===== config.mk =====
export PLATFORM = sky130hd
export DESIGN_NAME = scan_chain_ctrl
export DESIGN_NICKNAME = d
export VERILOG_FILES = /design/src/rtl/scan_chain_ctrl_pkg.sv /design/src/rtl/scan_shreg.sv /design/src/rtl/scan_chain_ctrl.sv
export SDC_FILE = /design/constraint.sdc
export NUM_CORES = 1
export LEC_CHECK = 0
export ABC_AREA = 1
export BUFFER_PORTS_ARGS = -buffer_cell sky130_fd_sc_hd__buf_2
export CAP_MARGIN = 25
export CORE_ASPECT_RATIO = 0.8
export CORE_MARGIN = 2
export CORE_UTILIZATION = 30
export CTS_CLUSTER_SIZE = 25
export DETAILED_ROUTE_END_ITERATION = 12
export MAX_ROUTING_LAYER = met4
export PLACE_DENSITY = 0.61
export SYNTH_ARGS = -nofsm -noshare
export SYNTH_HDL_FRONTEND = slang
export SYNTH_SLANG_ARGS = --single-unit
export TNS_END_PERCENT = 30

===== constraint.sdc =====
create_clock -name CLK -period 1.2 [get_ports CLK]
set_input_delay 0.36 -clock CLK [delete_from_list [all_inputs] [get_ports CLK]]
set_output_delay 0.36 -clock CLK [all_outputs]
set_load 0.1 [all_outputs]

===== src/rtl/scan_chain_ctrl_pkg.sv =====
// Shared types and constants for the scan chain controller.
package scan_ctrl_pkg;

    typedef enum logic [2:0] {
        IDLE    = 3'd0,
        SHIFT   = 3'd1,
        CAPTURE = 3'd2,
        UNLOAD  = 3'd3,
        DONE    = 3'd4
    } scan_state_t;

    localparam int SCAN_CAPTURE_CYCLES = 1;

endpackage


===== src/rtl/scan_shreg.sv =====
// Parameterised shift register with synchronous clear, parallel load and
// MSB-ward serial shift.
module scan_shreg #(
    parameter int W = 3
) (
    input  logic         clk,
    input  logic         rst_n,
    input  logic         clr,
    input  logic         load,
    input  logic         shift,
    input  logic         sin,
    input  logic [W-1:0] din,
    output logic [W-1:0] q
);

    // Register update: clear has priority over load, load over shift
    always_ff @(posedge clk or negedge rst_n) begin
        if (!rst_n) begin
            q <= '0;
        end else if (clr) begin
            q <= '0;
        end else if (load) begin
            q <= din;
        end else if (shift) begin
            q <= {q[W-2:0], sin};
        end else begin
            q <= q;
        end
    end

endmodule


===== src/rtl/scan_chain_ctrl.sv =====
// Scan test initiator: shifts one pattern into an SDFF chain, captures,
// unloads the response and compares it against an expected value under mask.
module scan_chain_ctrl #(
    parameter int CHAIN_LEN = 3
) (
    input  logic                 CLK,
    input  logic                 RST_N,
    input  logic                 START,
    input  logic [CHAIN_LEN-1:0] PAT,
    input  logic [CHAIN_LEN-1:0] EXP,
    input  logic [CHAIN_LEN-1:0] MASK,
    input  logic                 SO_IN,
    output logic                 SE_OUT,
    output logic                 SI_OUT,
    output logic                 BUSY,
    output logic                 DONE,
    output logic                 PASS,
    output logic [CHAIN_LEN-1:0] RESP,
    output logic [CHAIN_LEN-1:0] FAIL_BITS
);
    import scan_ctrl_pkg::*;

    localparam int CNT_W = $clog2(CHAIN_LEN + 1);

    scan_state_t          state_r, state_n;
    logic [CNT_W-1:0]     cnt_r, cnt_n;
    logic                 se_r, se_n, busy_r, busy_n, done_r, done_n;
    logic                 accept_s, last_s, pass_r;
    logic [CHAIN_LEN-1:0] exp_r, mask_r, fail_r;
    logic [CHAIN_LEN-1:0] pat_q_s, resp_next_s, fail_next_s;
    logic                 pat_unused_s;

    // Next-state, counter and control-output decode
    always_comb begin
        state_n  = state_r;
        cnt_n    = cnt_r;
        accept_s = 1'b0;
        case (state_r)
            IDLE, scan_ctrl_pkg::DONE: begin
                if (START) begin
                    accept_s = 1'b1;
                    state_n  = SHIFT;
                    cnt_n    = CNT_W'(CHAIN_LEN - 1);
                end else begin
                    state_n  = IDLE;
                end
            end
            SHIFT: begin
                if (cnt_r == '0) begin
                    state_n = CAPTURE;
                    cnt_n   = CNT_W'(SCAN_CAPTURE_CYCLES - 1);
                end else begin
                    cnt_n   = cnt_r - CNT_W'(1);
                end
            end
            CAPTURE: begin
                if (cnt_r == '0) begin
                    state_n = UNLOAD;
                    cnt_n   = CNT_W'(CHAIN_LEN - 1);
                end else begin
                    cnt_n   = cnt_r - CNT_W'(1);
                end
            end
            UNLOAD: begin
                if (cnt_r == '0) begin
                    state_n = scan_ctrl_pkg::DONE;
                    cnt_n   = '0;
                end else begin
                    cnt_n   = cnt_r - CNT_W'(1);
                end
            end
            default: begin
                state_n = IDLE;
                cnt_n   = '0;
            end
        endcase
        se_n   = (state_n == SHIFT) || (state_n == UNLOAD);
        busy_n = (state_n == SHIFT) || (state_n == CAPTURE) || (state_n == UNLOAD);
        done_n = (state_n == scan_ctrl_pkg::DONE);
    end

    // State, counter and control-output registers
    always_ff @(posedge CLK or negedge RST_N) begin
        if (!RST_N) begin
            state_r <= IDLE;
            cnt_r   <= '0;
            se_r    <= 1'b0;
            busy_r  <= 1'b0;
            done_r  <= 1'b0;
        end else begin
            state_r <= state_n;
            cnt_r   <= cnt_n;
            se_r    <= se_n;
            busy_r  <= busy_n;
            done_r  <= done_n;
        end
    end

    // The verdict is taken on the edge of the last unload sample, so it
    // must include the bit arriving on that same edge.
    assign last_s      = (state_r == UNLOAD) && (cnt_r == '0);
    assign resp_next_s = {RESP[CHAIN_LEN-2:0], SO_IN};
    assign fail_next_s = (resp_next_s ^ exp_r) & mask_r;

    // Expected/mask latch and pass/fail result registers
    always_ff @(posedge CLK or negedge RST_N) begin
        if (!RST_N) begin
            exp_r  <= '0;
            mask_r <= '0;
            fail_r <= '0;
            pass_r <= 1'b0;
        end else if (accept_s) begin
            exp_r  <= EXP;
            mask_r <= MASK;
            fail_r <= '0;
            pass_r <= 1'b0;
        end else if (last_s) begin
            fail_r <= fail_next_s;
            pass_r <= (fail_next_s == '0);
        end else begin
            fail_r <= fail_r;
            pass_r <= pass_r;
        end
    end

    // Stimulus register: MSB drives SI; zeros fill in behind the pattern,
    // which keeps SI low through capture and unload.
    scan_shreg #(.W(CHAIN_LEN)) u_pat_shreg (
        .clk   (CLK),
        .rst_n (RST_N),
        .clr   (1'b0),
        .load  (accept_s),
        .shift (state_r == SHIFT),
        .sin   (1'b0),
        .din   (PAT),
        .q     (pat_q_s)
    );

    scan_shreg #(.W(CHAIN_LEN)) u_resp_shreg (
        .clk   (CLK),
        .rst_n (RST_N),
        .clr   (accept_s),
        .load  (1'b0),
        .shift (state_r == UNLOAD),
        .sin   (SO_IN),
        .din   ({CHAIN_LEN{1'b0}}),
        .q     (RESP)
    );

    // Only the MSB of the stimulus register leaves the block.
    assign pat_unused_s = ^pat_q_s[CHAIN_LEN-2:0];

    assign SE_OUT    = se_r;
    assign SI_OUT    = pat_q_s[CHAIN_LEN-1];
    assign BUSY      = busy_r;
    assign DONE      = done_r;
    assign PASS      = pass_r;
    assign FAIL_BITS = fail_r;

endmodule


==> results of run 1 <==
[synth_stat cells]
cell     count
or2_1        1
nand3_1     16
o22ai_1      2
o21ai_0      6
nand2_1     30
o21ai_2      1
ha_1         3
inv_2        1
buf_4        1
nand4_1      3
o21ai_1      4
dfrtp_1     24
a21oi_1      1
nor2_1       4
nor3_1       1
nor2_2       1
nand3_4      1
nand2_4      1
buf_6        1
inv_1       17
nor2_4       2
[cell families after synthesis]
| kind of cell | synth area share [%] |
|---|---|
| buffers and inverters | 7.88 |
| adders and majority gates | 3.43 |
| AOI/OAI and AO/OA | 6.96 |
| and+or+nand+nor | 26.9 |
| DFF | 54.8 |
[registers in the layout (all words and copies together), names as in the netlist]
signal	cells
DONE	1
u_resp_shreg.q	3
PASS	1
mask_r	3
SE_OUT	1
FAIL_BITS	3
state_r	3
cnt_r	2
exp_r	3
BUSY	1
u_pat_shreg.q	3
[stage by stage]
step	hold WS [ns]	TNS, ns
4_1_cts	0.0740	-0.389
6_report	0.0607	-0.247
3_5_place_dp	0.364	-0.141
2_1_floorplan	0.0644	-0.438
5_1_grt	0.0718	-0.786
3_3_place_gp	0.352	0
[layer usage]
metal / track usage (%) / up-vias / wire length [µm]
li1: - / 460 / -
met1: 15.4 / 437 / 1010
met2: 21.0 / 21 / 1180
met3: 3.83 / 2 / 129
met4: 1.62 / 0 / 8
met5: - / - / 0
[area by class of cell]
cell class | count | area share (%)
Timing Repair Buffer | 36 | 24.7
Sequential cell | 24 | 37.7
Tap cell | 42 | 3.27
Multi-Input combinational cell | 77 | 26.5
Inverter | 18 | 4.36
Clock buffer | 4 | 3.42
[worst max path at each step]
stage / startpoint / end / slack, ns / cells after the start
after floorplan: FAIL_BITS[0]$_DFFE_PN0P_ / FAIL_BITS[0] / -0.06 / 0
after global placement: cnt_r[1]$_DFFE_PN0P_ / FAIL_BITS[0]$_DFFE_PN0P_ / 0.02 / 7
after detailed placement: cnt_r[1]$_DFFE_PN0P_ / FAIL_BITS[1]$_DFFE_PN0P_ / -0.05 / 7
after CTS: FAIL_BITS[1]$_DFFE_PN0P_ / FAIL_BITS[1] / -0.08 / 1
after global routing: FAIL_BITS[1]$_DFFE_PN0P_ / FAIL_BITS[1] / -0.08 / 1
final: FAIL_BITS[1]$_DFFE_PN0P_ / FAIL_BITS[1] / -0.04 / 1
[timing repair]
| action | in CTS | in global routing |
|---|---|---|
| setup endpoints to repair | 16 | 19 |
| buffers inserted | 2 | 2 |
| gates resized for setup | 2 | 10 |
| hold buffers | 0 | 0 |
| pin swaps | 0 | 3 |
==> metrics.md, run 1 <==
| Metric | Value |
|---|---|
| Worst-path fanout max | `2` |
| Worst-margin pin slew | `0.307 ns` |
| Worst rel slew slack | `79.5%` |
| Top Ports | `24` |
| Worst path bufs/invs | `1` |
| Crit. End Element | `output port` |
| Synth Register Bits | `24` |
| CTS Buf Count | `3` |
| Cell taking the most area after synthesis | `dfrtp_1` |
| Layout cell share with drive strength beyond 1 | `35.8%` |
| Final-report setup violation count | `9` |
| Clk_lat worst skew | `0.26 ns` |
| Fin area | `1610 µm²` |
| R2r setup slk | `0.03 ns` |
| # rows | `19` |
| Netlist cell types | `21` |
| Placed Area | `1490 µm²` |
| WL/cell | `11.6 µm` |
| Status | `complete, but fails checks` |
| Syn avg cell area | `9.06 µm²` |
| Drt pass-1 iters | `4` |
| Tcrit/Tclk final | `104%` |
| Most common cell after layout, fill and taps aside | `nand2_1` |
| Vias per cell | `4.58` |
| Die Height | `58.1 µm` |
| CP peak stage delay | `0.45 ns` |
| Fmax | `804 MHz` |
| Initial DRC Count | `63` |
| CP Cell Sequence | `buf_12` |
| Syn Inst Count | `121` |
| GR Util All Layers | `12.5%` |
| Top cells by area, synth | `dfrtp_1 55%, nand2_1 10%, nand3_1 7.3%` |
| Nets | `176` |
| Slew Limit Fails | `0` |
| Number of H-tree levels | `1` |
| Starting Density | `31.6%` |
| Hold Path Class | `in2async` |
| Delay-heaviest family, CP | `flip-flops` |
| Clock root buffer | `clkbuf_8` |
| Final period demand of the worst path | `1.24 ns` |
| YS warnings | `0` |
| Total number of vias | `920` |
| Area of the multi-input gates | `427 µm²` |
| Vias in the first global route | `909` |
| Die area | `4160 µm²` |
| Clock buffer depth | `2` |
| Startpoint Class | `flop` |
| Crit path arrival time | `0.88 ns` |
| RSZ-0062 raised after global routing | `yes` |
| Worst r2r src | `state_r[0]$_DFF_PN0_` |
| Clock Skew | `0.00248 ns` |
| Ant. Diodes | `0` |
| Clock Sinks | `24` |
| Yosys top cell area share | `54.8%` |
| Fin cells | `201` |
| # port buffers | `23` |
| Routed WL | `2330 µm` |
| Area Overhead vs Synth | `46.7%` |
| Setup WS pre-CTS | `-0.0530 ns` |
| Synthesized area | `1100 µm²` |
| R2R Path End | `cnt_r[1]$_DFFE_PN0P_` |
| Slowest cell on the critical path | `dfrtp_2` |
| Dpl hpwl | `1730 µm` |
| Violated checks | `setup timing` |
| First-pass GRT wire length | `3950 µm` |
| Seq/Total Area, Yosys | `54.8%` |
| Placer congestion estimate | `0.806` |
| Most frequent cells in the layout | `30 x nand2_1, 20 x dfrtp_1, 16 x nand3_1` |
| Final hold viol count | `0` |
| Register area | `606 µm²` |
| Horiz. Die Dim | `71.6 µm` |
| Floorplan core area | `3470 µm²` |
| Initial antenna violation count | `0` |
| Grt ovf | `0` |
| Syn_nets | `137` |
| Reg2Reg Depth | `5` |
| WS Path Type | `reg2out` |
| Crit path required time | `0.84 ns` |
| Placed cells | `193` |
| CTS clk-pin slew, worst paths | `0.08 ns` |
| Post-route ant nets | `0` |
| Final worst slack | `-0.0443 ns` |
| # DRC | `0` |
| Max-Cap Viols | `0` |
| Fill count | `345` |
| Post-layout util | `46.3%` |
| CTS tree | `yes` |
| Pin count of the biggest net entering global routing | `25` |
Power of run 1 is left out: the tool's default activity adds up to more than one toggle a clock period on the data nets, which glitch-free logic cannot reach.
==> inputs of run 2 (changes only) <==
--- a/config.mk
+++ b/config.mk
@@ -13,8 +13,10 @@
 export CORE_UTILIZATION = 30
 export CTS_CLUSTER_SIZE = 25
 export DETAILED_ROUTE_END_ITERATION = 12
+export GPL_TIMING_DRIVEN = 0
 export MAX_ROUTING_LAYER = met4
 export PLACE_DENSITY = 0.61
+export SLEW_MARGIN = 20
 export SYNTH_ARGS = -nofsm -noshare
 export SYNTH_HDL_FRONTEND = slang
 export SYNTH_SLANG_ARGS = --single-unit
==> run 2 against run 1 <==
The flow still finishes with violations (setup timing). Sequential cell count stayed put. Non-clock buffer count is 1 higher. Cell area is 1.2% lower. Wire length is 6.4% higher. Via count is 4.3% higher. Global-route usage is 0.25 points higher. Largest cell class unchanged.
==> metrics.md, run 2 (same netlist as run 1, synthesis figures left out) <==
| Metric | Value |
|---|---|
| Status | `complete, but fails checks (unchanged)` |
| Violated checks | `setup timing (unchanged)` |
| Slowest cell on the critical path | `dfrtp_2 (unchanged)` |
| Top sig layer | `met4 (unchanged)` |
| Clock buffer depth | `2 (unchanged)` |
| WHS | `0.0528 ns (was 0.0607 ns)` |
| Fill count | `332 (was 345)` |
| # rows | `19 (unchanged)` |
| Fin cells | `202 (was 201)` |
| Total number of vias | `960 (was 920)` |
| Drt pass-1 iters | `5 (was 4)` |
| Post-route ant nets | `0 (unchanged)` |
| Final-report setup violation count | `8 (was 9)` |
| Horiz. Die Dim | `71.6 µm (unchanged)` |
| Clk_lat worst skew | `0.27 ns (was 0.26 ns)` |
| Startpoint Class | `flop (unchanged)` |
| Initial antenna violation count | `0 (unchanged)` |
| DR WL met2 | `1220 µm (was 1180 µm)` |
| GR Util All Layers | `12.8% (was 12.5%)` |
| Register area | `608 µm² (was 606 µm²)` |
| Crit. Startpoint | `u_resp_shreg.q[1]$_DFFE_PN0P_ (was FAIL_BITS[1]$_DFFE_PN0P_)` |
| Worst rel slew slack | `65.8% (was 79.5%)` |
| CTS Hold Buffers Added | `0 (unchanged)` |
| Worst-path fanout max | `3 (was 2)` |
| Crit. End Element | `output port (unchanged)` |
| CTS clk-pin slew, worst paths | `0.08 ns (about the same)` |
| R2r setup slk | `0.03 ns (about the same)` |
| Worst path bufs/invs | `1 (unchanged)` |
| CTS Buf Count | `3 (unchanged)` |
| Ant. Diodes | `0 (unchanged)` |
| Floorplan core area | `3470 µm² (unchanged)` |
| Dpl hpwl | `1660 µm (was 1730 µm)` |
| Worst-margin pin slew | `0.513 ns (was 0.307 ns)` |
| Vias in the first global route | `903 (was 909)` |
| RSZ-0062 raised after global routing | `yes (unchanged)` |
| Clock Skew | `0.00415 ns (was 0.00248 ns)` |
| Final hold viol count | `0 (unchanged)` |
| Top Ports | `24 (unchanged)` |
| Nets | `177 (was 176)` |
| Hold Path Class | `in2async (unchanged)` |
| Clock Sinks | `24 (unchanged)` |
| Most frequent cells in the layout | `29 x nand2_1, 18 x dfrtp_1, 16 x nand3_1 (was 30 x nand2_1, 20 x dfrtp_1, 16 x nand3_1)` |
| First-pass GRT wire length | `4010 µm (was 3950 µm)` |
| Slew Limit Fails | `0 (unchanged)` |
| Area Overhead vs Synth | `44.9% (was 46.7%)` |
| Crit path arrival time | `0.88 ns (about the same)` |
| Crit path required time | `0.84 ns (about the same)` |
| Worst r2r src | `state_r[0]$_DFF_PN0_ (unchanged)` |
| Tcrit/Tclk final | `103% (was 104%)` |
| Crit path to | `RESP[1] (was FAIL_BITS[1])` |
| Die Height | `58.1 µm (unchanged)` |
| Area of the multi-input gates | `434 µm² (was 427 µm²)` |
| Layout cell share with drive strength beyond 1 | `38.1% (was 35.8%)` |
| Placed cells | `186 (was 193)` |
| WL/cell | `12.3 µm (was 11.6 µm)` |
| Placer congestion estimate | `0.847 (was 0.806)` |
| Reg2Reg Depth | `4 (was 5)` |
| Die area | `4160 µm² (unchanged)` |
| Fmax | `806 MHz (was 804 MHz)` |
| Final worst slack | `-0.0401 ns (was -0.0443 ns)` |
| Number of H-tree levels | `1 (unchanged)` |
| Most common cell after layout, fill and taps aside | `nand2_1 (unchanged)` |
| CP Cell Sequence | `buf_12 (unchanged)` |
| # port buffers | `23 (unchanged)` |
| Delay-heaviest family, CP | `flip-flops (unchanged)` |
| Max-Cap Viols | `0 (unchanged)` |
| Clock root buffer | `clkbuf_8 (unchanged)` |
| # DRC | `0 (unchanged)` |
| Initial DRC Count | `37 (was 63)` |
| CP peak stage delay | `0.44 ns (was 0.45 ns)` |
| Met3 routed WL | `140 µm (was 129 µm)` |
| R2R Path End | `BUSY$_DFF_PN0_ (was cnt_r[1]$_DFFE_PN0P_)` |
| WS Path Type | `reg2out (unchanged)` |
| Routed WL | `2480 µm (was 2330 µm)` |
| Grt ovf | `0 (unchanged)` |
| Vias per cell | `4.75 (was 4.58)` |
| CP Depth | `1 (unchanged)` |
| Pin count of the biggest net entering global routing | `25 (unchanged)` |
| CTS tree | `yes (unchanged)` |
| Final period demand of the worst path | `1.24 ns (about the same)` |
| M1 WL | `1100 µm (was 1010 µm)` |
| Starting Density | `31.6% (unchanged)` |
## run 2: changes by cell type in the layout (fill, tap and decap cells not counted), moves of 2 or more
cell	before	now
buf_12	12	8
dfrtp_1	20	18
dfrtp_2	4	6
buf_8	0	3
## run 2: worst min path at each step
stage	from	endpoint	slack, ns
4_1_cts	RST_N	BUSY$_DFF_PN0_	0.08
3_3_place_gp	RST_N	cnt_r[0]$_DFFE_PN0P_	0.36
6_report	RST_N	u_pat_shreg.q[0]$_DFFE_PN0P_	0.05
5_1_grt	RST_N	cnt_r[0]$_DFFE_PN0P_	0.1
2_1_floorplan	RST_N	BUSY$_DFF_PN0_	0.06
3_5_place_dp	RST_N	BUSY$_DFF_PN0_	0.37
## run 2: final cells by class
type | count | area share [%]
Buffer | 2 | 1.42
Clock buffer | 4 | 2.84
Inverter | 18 | 4.41
Multi-Input combinational cell | 77 | 27.3
Sequential cell | 24 | 38.3
Tap cell | 42 | 3.31
Timing Repair Buffer | 35 | 22.4
## run 2: stage by stage
step           TNS (ns)  cell area (µm²)  worst slack [ns]  util [%]
5_1_grt          -0.736             1590           -0.0720      45.7
3_3_place_gp     -0.143             1270           -0.0442      36.5
4_1_cts          -0.260             1480           -0.0357      42.6
2_1_floorplan    -0.438             1100           -0.0580         -
6_report         -0.266             1590           -0.0401      45.7
3_5_place_dp     -0.277             1270           -0.0604      36.5
## run 2: what timing repair did
action	4_1_cts	5_1_grt
pin swaps	1	4
buffers inserted	2	9
gates cloned	0	1
endpoints found under the setup margin	22	28
resized for setup	45	14
## run 2: layer usage
layer	up-vias	global-route usage, %
li1	468	-
met1	462	15.7
met2	24	20.6
met3	6	4.52
met4	0	2.43
met5	-	-
Power of run 2 is left out for the same reason.
